**config.mk**
```make
export PLATFORM = sky130hd
export DESIGN_NAME = mips_mc_ctrl
export DESIGN_NICKNAME = d
export VERILOG_FILES = /design/src/rtl/mips_pkg.sv /design/src/rtl/mips_ctrl_decode.sv /design/src/rtl/mips_mc_ctrl.sv
export SDC_FILE = /design/constraint.sdc
export NUM_CORES = 1
export LEC_CHECK = 0
export ABC_CLOCK_PERIOD_IN_PS = 3690
export BUFFER_PORTS_ARGS = -buffer_cell sky130_fd_sc_hd__buf_2
export CORE_UTILIZATION = 34
export DETAILED_ROUTE_END_ITERATION = 10
export SYNTH_ARGS = -nofsm -noshare
export SYNTH_HDL_FRONTEND = slang
export SYNTH_SLANG_ARGS = --single-unit
```
**constraint.sdc**
```tcl
create_clock -name clock -period 3.69 [get_ports clock]
set_clock_uncertainty 0.2 [all_clocks]
set_input_delay 0.369 -clock clock [delete_from_list [all_inputs] [get_ports clock]]
set_output_delay 0.369 -clock clock [all_outputs]
set_load 0.02 [all_outputs]
```
**src/rtl/mips_pkg.sv**
```systemverilog
// Shared encodings for the multicycle MIPS controller: opcodes, functs, ALU/mux codes, FSM states.
package mips_pkg;

  localparam logic [5:0] OpRtype = 6'b000000;
  localparam logic [5:0] OpLw    = 6'b100011;
  localparam logic [5:0] OpSw    = 6'b101011;
  localparam logic [5:0] OpBeq   = 6'b000100;
  localparam logic [5:0] OpJ     = 6'b000010;
  localparam logic [5:0] OpAddi  = 6'b001000;

  localparam logic [5:0] FnAdd = 6'b100000;
  localparam logic [5:0] FnSub = 6'b100010;
  localparam logic [5:0] FnAnd = 6'b100100;
  localparam logic [5:0] FnOr  = 6'b100101;
  localparam logic [5:0] FnSlt = 6'b101010;

  localparam logic [2:0] AluAdd = 3'd0;
  localparam logic [2:0] AluSub = 3'd1;
  localparam logic [2:0] AluAnd = 3'd2;
  localparam logic [2:0] AluOr  = 3'd3;
  localparam logic [2:0] AluSlt = 3'd4;

  localparam logic [1:0] PcPlus4  = 2'd0;
  localparam logic [1:0] PcBranch = 2'd1;
  localparam logic [1:0] PcJump   = 2'd2;

  localparam logic [1:0] AluBReg   = 2'd0;
  localparam logic [1:0] AluBFour  = 2'd1;
  localparam logic [1:0] AluBImm   = 2'd2;
  localparam logic [1:0] AluBBrOff = 2'd3;

  typedef enum logic [3:0] {
    StFetch  = 4'd0,
    StDecode = 4'd1,
    StExecR  = 4'd2,
    StExecI  = 4'd3,
    StAddr   = 4'd4,
    StMemRd  = 4'd5,
    StMemWr  = 4'd6,
    StWbR    = 4'd7,
    StWbMem  = 4'd8,
    StBranch = 4'd9,
    StJump   = 4'd10,
    StHalt   = 4'd11
  } state_e;

endpackage

```
**src/rtl/mips_ctrl_decode.sv**
```systemverilog
// Combinational opcode/funct decode: post-DECODE state, R-type ALU op and legality flags.
module mips_ctrl_decode
  import mips_pkg::*;
(
  input  logic [5:0] opcode_i,
  input  logic [5:0] funct_i,
  output state_e     dec_next_o,
  output logic       opcode_ok_o,
  output logic [2:0] r_alu_op_o,
  output logic       funct_ok_o
);

  always_comb begin
    dec_next_o  = StFetch;
    opcode_ok_o = 1'b1;
    case (opcode_i)
      OpRtype:    dec_next_o = StExecR;
      OpLw, OpSw: dec_next_o = StAddr;
      OpBeq:      dec_next_o = StBranch;
      OpJ:        dec_next_o = StJump;
      OpAddi:     dec_next_o = StExecI;
      default:    opcode_ok_o = 1'b0;
    endcase
  end

  always_comb begin
    r_alu_op_o = AluAdd;
    funct_ok_o = 1'b1;
    case (funct_i)
      FnAdd:   r_alu_op_o = AluAdd;
      FnSub:   r_alu_op_o = AluSub;
      FnAnd:   r_alu_op_o = AluAnd;
      FnOr:    r_alu_op_o = AluOr;
      FnSlt:   r_alu_op_o = AluSlt;
      default: funct_ok_o = 1'b0;
    endcase
  end

endmodule

```
**src/rtl/mips_mc_ctrl.sv**
```systemverilog
// Multicycle MIPS controller FSM with memory-wait timeout and retired-instruction counter.
// Define MIPS_CTRL_ILLEGAL_TRAP_EN to halt on illegal opcode/funct instead of skipping it.
module mips_mc_ctrl
  import mips_pkg::*;
#(
  parameter int unsigned CNT_W   = 32,
  parameter int unsigned MEM_TMO = 15
) (
  input  logic             clock,
  input  logic             reset,
  input  logic             instr_valid,
  output logic             instr_ready,
  input  logic [5:0]       opcode,
  input  logic [5:0]       funct,
  input  logic             zero,
  input  logic             mem_ack,
  output logic             ir_write,
  output logic             pc_write,
  output logic             pc_write_cond,
  output logic             reg_write,
  output logic             reg_dst,
  output logic             mem_to_reg,
  output logic             alu_src_a,
  output logic             mem_req,
  output logic             mem_we,
  output logic [1:0]       alu_src_b,
  output logic [1:0]       pc_src,
  output logic [2:0]       alu_op,
  output logic [3:0]       state_o,
  output logic             illegal,
  output logic             bus_err,
  output logic [CNT_W-1:0] retired_cnt
);

  localparam int unsigned WaitW = (MEM_TMO < 2) ? 1 : $clog2(MEM_TMO + 1);

  state_e             state_q, state_d;
  logic [WaitW-1:0]   wait_q, wait_d;
  logic [CNT_W-1:0]   cnt_q, cnt_d;
  logic               bus_err_q, bus_err_d;
  logic               illegal_q, illegal_d;
  logic               rdst_q, rdst_d;
  logic               retire;
  logic               illegal_hit;

  state_e             dec_next;
  logic               opcode_ok;
  logic               funct_ok;
  logic [2:0]         r_alu_op;

  // The branch condition is resolved in the datapath, not here.
  logic               unused_zero;
  assign unused_zero = zero;

  mips_ctrl_decode u_decode (
    .opcode_i    (opcode),
    .funct_i     (funct),
    .dec_next_o  (dec_next),
    .opcode_ok_o (opcode_ok),
    .r_alu_op_o  (r_alu_op),
    .funct_ok_o  (funct_ok)
  );

  always_ff @(posedge clock or posedge reset) begin
    if (reset) begin
      state_q   <= StFetch;
      wait_q    <= '0;
      cnt_q     <= '0;
      bus_err_q <= 1'b0;
      illegal_q <= 1'b0;
      rdst_q    <= 1'b0;
    end else begin
      state_q   <= state_d;
      wait_q    <= wait_d;
      cnt_q     <= cnt_d;
      bus_err_q <= bus_err_d;
      illegal_q <= illegal_d;
      rdst_q    <= rdst_d;
    end
  end

  always_comb begin
    state_d     = state_q;
    wait_d      = wait_q;
    bus_err_d   = bus_err_q;
    illegal_d   = illegal_q;
    rdst_d      = rdst_q;
    retire      = 1'b0;
    illegal_hit = 1'b0;

    unique case (state_q)
      StFetch: begin
        wait_d = '0;
        if (instr_valid) state_d = StDecode;
      end
      StDecode: begin
        if (opcode_ok) begin
          state_d = dec_next;
          rdst_d  = (opcode == OpRtype);
        end else begin
          illegal_hit = 1'b1;
        end
      end
      StExecR: begin
        if (funct_ok) state_d = StWbR;
        else          illegal_hit = 1'b1;
      end
      StExecI: state_d = StWbR;
      StAddr: begin
        wait_d  = '0;
        state_d = (opcode == OpSw) ? StMemWr : StMemRd;
      end
      StMemRd, StMemWr: begin
        if (mem_ack) begin
          state_d = (state_q == StMemRd) ? StWbMem : StFetch;
          retire  = (state_q == StMemWr);
        end else if (wait_q == WaitW'(MEM_TMO - 1)) begin
          state_d   = StHalt;
          bus_err_d = 1'b1;
        end else begin
          wait_d = wait_q + WaitW'(1);
        end
      end
      StWbR, StWbMem, StBranch, StJump: begin
        state_d = StFetch;
        retire  = 1'b1;
      end
      StHalt:  state_d = StHalt;
      default: state_d = StFetch;
    endcase

    if (illegal_hit) begin
`ifdef MIPS_CTRL_ILLEGAL_TRAP_EN
      state_d   = StHalt;
      illegal_d = 1'b1;
`else
      state_d   = StFetch;
`endif
    end

    cnt_d = retire ? cnt_q + CNT_W'(1) : cnt_q;
  end

  // Outputs are gated by reset so an in-flight strobe drops the instant reset asserts.
  always_comb begin
    instr_ready   = 1'b0;
    ir_write      = 1'b0;
    pc_write      = 1'b0;
    pc_write_cond = 1'b0;
    reg_write     = 1'b0;
    reg_dst       = 1'b0;
    mem_to_reg    = 1'b0;
    alu_src_a     = 1'b0;
    mem_req       = 1'b0;
    mem_we        = 1'b0;
    alu_src_b     = AluBReg;
    pc_src        = PcPlus4;
    alu_op        = AluAdd;

    if (!reset) begin
      unique case (state_q)
        StFetch: begin
          instr_ready = 1'b1;
          alu_src_b   = AluBFour;
          if (instr_valid) begin
            ir_write = 1'b1;
            pc_write = 1'b1;
            pc_src   = PcPlus4;
          end
        end
        StDecode: alu_src_b = AluBBrOff;
        StExecR: begin
          alu_src_a = 1'b1;
          alu_op    = r_alu_op;
        end
        StExecI, StAddr: begin
          alu_src_a = 1'b1;
          alu_src_b = AluBImm;
        end
        StMemRd: mem_req = 1'b1;
        StMemWr: begin
          mem_req = 1'b1;
          mem_we  = 1'b1;
        end
        StWbR: begin
          reg_write = 1'b1;
          reg_dst   = rdst_q;
        end
        StWbMem: begin
          reg_write  = 1'b1;
          mem_to_reg = 1'b1;
        end
        StBranch: begin
          alu_src_a     = 1'b1;
          alu_op        = AluSub;
          pc_write_cond = 1'b1;
          pc_src        = PcBranch;
        end
        StJump: begin
          pc_write = 1'b1;
          pc_src   = PcJump;
        end
        default: ;
      endcase
    end
  end

  assign state_o     = state_q;
  assign illegal     = illegal_q;
  assign bus_err     = bus_err_q;
  assign retired_cnt = cnt_q;

endmodule

```
-- Word level (Yosys, flattened, before mapping)
Cells that the tools add are included.
- input port bits: 17
- output and inout bits: 55
- bits in registers: 42
- word-level logic and storage cells: 100
- $add $sub $neg: 2
- muxes and demuxes: 48
- equality and inequality tests: 28
- reduce and logical (&&, ||, !) cells: 16
- bitwise gates (word level): 1
- operators by type and width (operator ; count):
    $eq A6 B6 Y1 const B ; 7
    $mux W4 ; 9
    $add A32 B1 Y32 const B ; 1
    $pmux W4 S7 ; 1
    $mux W1 ; 25
    $eq A4 B4 Y1 const B ; 5
    $pmux W4 S5 ; 1
    $eq A4 B3 Y1 const B ; 4
    $pmux W3 S4 ; 1
    $reduce_or A2 Y1 ; 5
    $ne A3 B3 Y1 const B ; 3
    $eq A4 B2 Y1 const B ; 2
    $pmux W4 S2 ; 1
    $reduce_or A4 Y1 ; 2
    $eq A6 B2 Y1 const B ; 1
    $eq A6 B3 Y1 const B ; 1
    $eq A6 B4 Y1 const B ; 1
    $logic_not A6 Y1 ; 1
    $mux W2 ; 3
    $pmux W1 S2 ; 3
    $pmux W2 S3 ; 1
    $pmux W3 S2 ; 1
    $reduce_and A3 Y1 ; 2
    $reduce_or A6 Y1 ; 1
    12 further kinds ; 13

-- Longest topological paths before layout
- depth after elaboration: 7
- gate-level depth with buffers: 7
- depth with buffers taken out: 6

-- By module
From an unflattened synthesis, not the netlist that was laid out.
- cells, all modules: 266
- area total of the unflattened synthesis: 2518.7 sq um
- modules (own cells, without submodules) (module ; seq. area each (sq um) ; cells each ; instances ; area each (sq um)):
    mips_mc_ctrl ; 1051.0 ; 245 ; 1 ; 2363.5
    mips_ctrl_decode ; 0.0 ; 21 ; 1 ; 155.1

-- Worst setup path before layout
OpenSTA, ideal clock, no wires.
- path kind: register -> output
- start: register state_q[2] (netlist: state_o[2])
- end: output port alu_op[0]
- cell stages (with the launch flop): 5
- data arrival time: 1.949 ns
- buffers on the path: 2
- slack: 1.172 ns
- data required time: 3.121 ns
- cells stage by stage: dfrtp_1 buf_4 clkbuf_1 nor4_1 a211o_1
- cells in the longest elaborated chain, start to end: 3
- elaborated cells between the ends (all ways): 4
- classes of those cells: eq/ne: 2; mux: 2
- ends and longest elaborated chain (what ; line ; RTL):
    start, declared ; mips_mc_ctrl.sv:37 ; state_e state_q, state_d;
    start signal, assigned ; mips_mc_ctrl.sv:66 ; state_q <= StFetch;
    start signal, assigned ; mips_mc_ctrl.sv:73 ; state_q <= state_d;
    $eq A4 B4 Y1 / $eq A4 B2 Y1 (equally long branches) ; mips_mc_ctrl.sv:161 ; unique case (state_q)
    $pmux W3 S2 * ; mips_mc_ctrl.sv:161 ;
    $mux W3 * ; mips_mc_ctrl.sv:160 ; if (!reset) begin
    end, declared ; mips_mc_ctrl.sv:28 ; output logic [2:0] alu_op,
Every way passes the cells marked *; elsewhere a longest branch is shown, timed or not.

-- Worst setup path after layout
- start: register state_q[1] (netlist: state_o[1])
- end: register cnt_q[31] (netlist: retired_cnt[31])
- cells in the longest elaborated chain, start to end: 3
- elaborated cells between the ends (all ways): 10
- classes of those cells: eq/ne: 6; mux: 2; reduce/logical: 2
- ends and longest elaborated chain (what ; line ; RTL):
    $eq A4 B3 Y1, or another cell as far along ; mips_mc_ctrl.sv:91 ; unique case (state_q)
    $reduce_or A4 Y1, or another cell as far along ; mips_mc_ctrl.sv:91 ;
    $pmux W1 S2 * ; mips_mc_ctrl.sv:91 ;
    end signal, assigned ; mips_mc_ctrl.sv:75 ; cnt_q <= cnt_d;
    end, declared ; mips_mc_ctrl.sv:39 ; logic [CNT_W-1:0] cnt_q, cnt_d;
Marked as above.
A chain may end at the register's enable or synchronous reset.

==> summary.md <==
| Metric | Value |
|---|---|
| RSZ-0062 raised after global routing | false |
| Starting Density | 0.3552 |
| Share of cells above drive strength 1 | 0.2771 |
| Max cap viols | 0 |
| Tot GR Track Use | 0.1519 |
| Seq. cell area | 0.001051 mm^2 |
| Multi-input logic area | about 0.0013 mm^2 |
| Post-CTS Repair Setup Buffers | 0 |
| Hold Crit Class | primary input to async pin |
| Post-synth cell types | 52 |
| Post-Syn Nets | between 200 and 300 |
| Row cnt | 30 |
| Final Hold Vio Count | 0 |
| Core ar. | 0.006869 mm^2 |
| Routed WL | 5.375 mm |
| Critical R2R Launch | state_o[1]$_DFFE_PP0P_ |
| CTS Buf Count | 5 |
| Top cells by area, synth | dfrtp_1 (43%), xor2_1 (6.8%), xnor2_1 (5.7%), nor3_1 (3.9%), nor2_1 (3.4%) |
| Power per Cell Area | a little over 400 mW/mm^2 |
| Via density | approximately 5.1 |
| H-tree lvl count | 2 |
| Largest net degree at the start of global routing | 43 |
| Die H | roughly 87 um |
| Gpl congestion | roughly 0.81 |
| First-pass GRT wire length | slightly above 9 mm |
| Post-synthesis sequential area ratio | 0.4308 |
| Post-cts resize count | 0 |
| Clock tree buffer depth | 2 |
| Reg-to-reg slack, setup | slightly above 1000 ps |
| Overflow after GRT | 0 |
| Clk_lat worst skew | 290 ps |
| Setup TNS | 0 ps |
| Ys async rst share | 1.000 |
| Post-route setup slack | roughly 1000 ps |
| Maximum vdd drop | roughly 170 uV |
| Port Buf Inserts | between 60 and 70 |
| Gate Count Post-Synth | between 200 and 300 |
| DPL Wire Length | 3.845 mm |
| Clock Tree Root | clkbuf_8 |
| Synth Register Bits | 42 |
| Status | finished, final reports clean |
| Critical R2R Capture | retired_cnt[31]$_DFFE_PP0P_ |
| Die Width | roughly 87 um |
| Dominant cell type by area after synthesis | dfrtp_1 |
| Worst slew pin tran | between 600 and 700 ps |
| CP startpoint kind | flip-flop |
| Pre-CTS setup slack | between 1000 and 1500 ps |
| Reg2Reg Depth | 6 |
| Critical path class | flip-flop to flip-flop |
| CP Capture Type | flip-flop |
| CP arrival | 2700 ps |
| Pins Over Slew Limit | 0 |
| Top cell type's share of synthesized area | 0.4308 |
| Vias in the first global route | about 1.9k |
| Routed Antenna Nets | 0 |
| Final min period | approximately 2700 ps |
| Crit Path Max Fanout | 22 |
| Critical Path RT | about 3700 ps |
| Initial DRC Count | 68 |
| Post-synth EDFFs | 0 |
| Syn Std Cell Area | ~0.0024 mm^2 |
| Antenna Cells | 0 |
| DRT Pass-1 Iters | 4 |
| Finish-stage setup viols | 0 |
| Yosys warns | 0 |
| Fillers | just under 700 |
| # IOs | 72 |
| CTS tree | done |
| Fmax | between 300 and 400 MHz |
| Leakage power | ~1.5 nW |
| Slew margin rel. | 0.5747 |
| Synth-to-Final Area Change | 21.28% |
| Die ar. | about 0.0075 mm^2 |
| Worst-path clk slew | 90 ps |
| Antenna violations before repair | 0 |
| WL/cell | between 10 and 15 um |
| Tcrit/Tclk final | 0.7270 |
| Vias post-DR | ~2.2k |
| Hold_buf cts | 0 |
| Clock Sinks | 42 |
| Main synth FF type | dfrtp_1 |
| Final nets | about 350 |
| Syn_area_per_cell | 9.277 um^2 |
| DRC violations left | 0 |
metal layers:
layer	share of wire	vias up	wire, um	track usage
li1	-	1072	-	-
met1	0.49	1024	2654	0.2069
met2	0.46	64	2459	0.2475
met3	0.042	2	227	0.03333
met4	0.0061	0	33	0.03333
met5	0	-	0	0
how the worst max path moves through the flow:
stage | start | end | slack (ps) | cells after the start
4_1_cts | state_o[1]$_DFFE_PP0P_ | retired_cnt[17]$_DFFE_PP0P_ | 970 | 6
5_1_grt | state_o[1]$_DFFE_PP0P_ | retired_cnt[17]$_DFFE_PP0P_ | 730 | 6
2_1_floorplan | state_o[2]$_DFFE_PP0P_ | alu_op[0] | 1170 | 4
3_3_place_gp | state_o[1]$_DFFE_PP0P_ | retired_cnt[31]$_DFFE_PP0P_ | 1010 | 6
3_5_place_dp | state_o[1]$_DFFE_PP0P_ | retired_cnt[17]$_DFFE_PP0P_ | 1010 | 6
6_report | state_o[1]$_DFFE_PP0P_ | retired_cnt[31]$_DFFE_PP0P_ | 1010 | 6
worst max-delay path, stage by stage (launching register included):
cell       delay [ps]
dfrtp_1           760
nand3b_1          260
o2bb2ai_2         170
buf_4             190
nand4_2           400
nor4_1            450
xor2_1            170
registers in the layout, summed over array words and instances, names as in the netlist:
signal,flops
wait_q,4
retired_cnt,32
rdst_q,1
state_o,4
bus_err,1
stage by stage:
| step | power, mW | cells | instance area (um^2) | hold WS [ps] | util |
|---|---|---|---|---|---|
| final | 1.223 | 428 | 2959 | 108.4 | 0.4308 |
| after global routing | 1.302 | 428 | 2959 | 187.5 | 0.4308 |
| after CTS | 1.233 | 428 | 2959 | 128.0 | 0.4308 |
| after detailed placement | 0.9328 | 420 | 2869 | 257.5 | 0.4177 |
| after global placement | 0.9348 | 420 | 2869 | 252.1 | 0.4177 |
| after floorplan | 0.8230 | 263 | 2440 | 292.9 | - |
report_power, final:
group,internal (mW),switching [mW]
combinational,0.135,0.261
clock,0.133,0.165
sequential,0.489,0.0397
synth_stat cells, types with 3 or more instances:
cell type and number:
or3_1 5, nand4_1 8, and3_1 9, o21ai_0 7
xor2_1 19, nor2_1 22, buf_4 5, nand3_1 16
clkbuf_1 4, xnor2_1 16, nor3_1 19, nor4_1 6
dfrtp_1 42, inv_1 14, a21oi_1 7, nand2_1 16
ha_1 3
cell usage in the layout (no fill, tap or decap), drive strengths merged, types with 3 or more instances in the layout:
master,instances
dfrtp,42
nand2,16
xnor2,16
or3,5
nor3,20
xor2,19
buf,73
and3,10
nand3,18
inv,14
nor2,22
o21ai,8
nand4,10
a21oi,7
clkbuf,5
ha,3
nor4,7
area by class of cell:
cell class | count | share of cell area
Multi-Input combinational cell | 195 | 0.4292
Sequential cell | 42 | 0.3552
Timing Repair Buffer | 73 | 0.1268
Tap cell | 96 | 0.04059
Clock buffer | 5 | 0.02326
Inverter | 14 | 0.01776
Clock inverter | 3 | 0.007188
logic make-up after synthesis:
group / synth area share
flops: 0.4308
simple gates: 0.2769
buf+inv: 0.04872
compound gates: 0.08410
fa+ha+maj: 0.01949
xor+xnor: 0.1256
other cells: 0.001537
mux: 0.01282
Power figures use the tool's default switching activity.
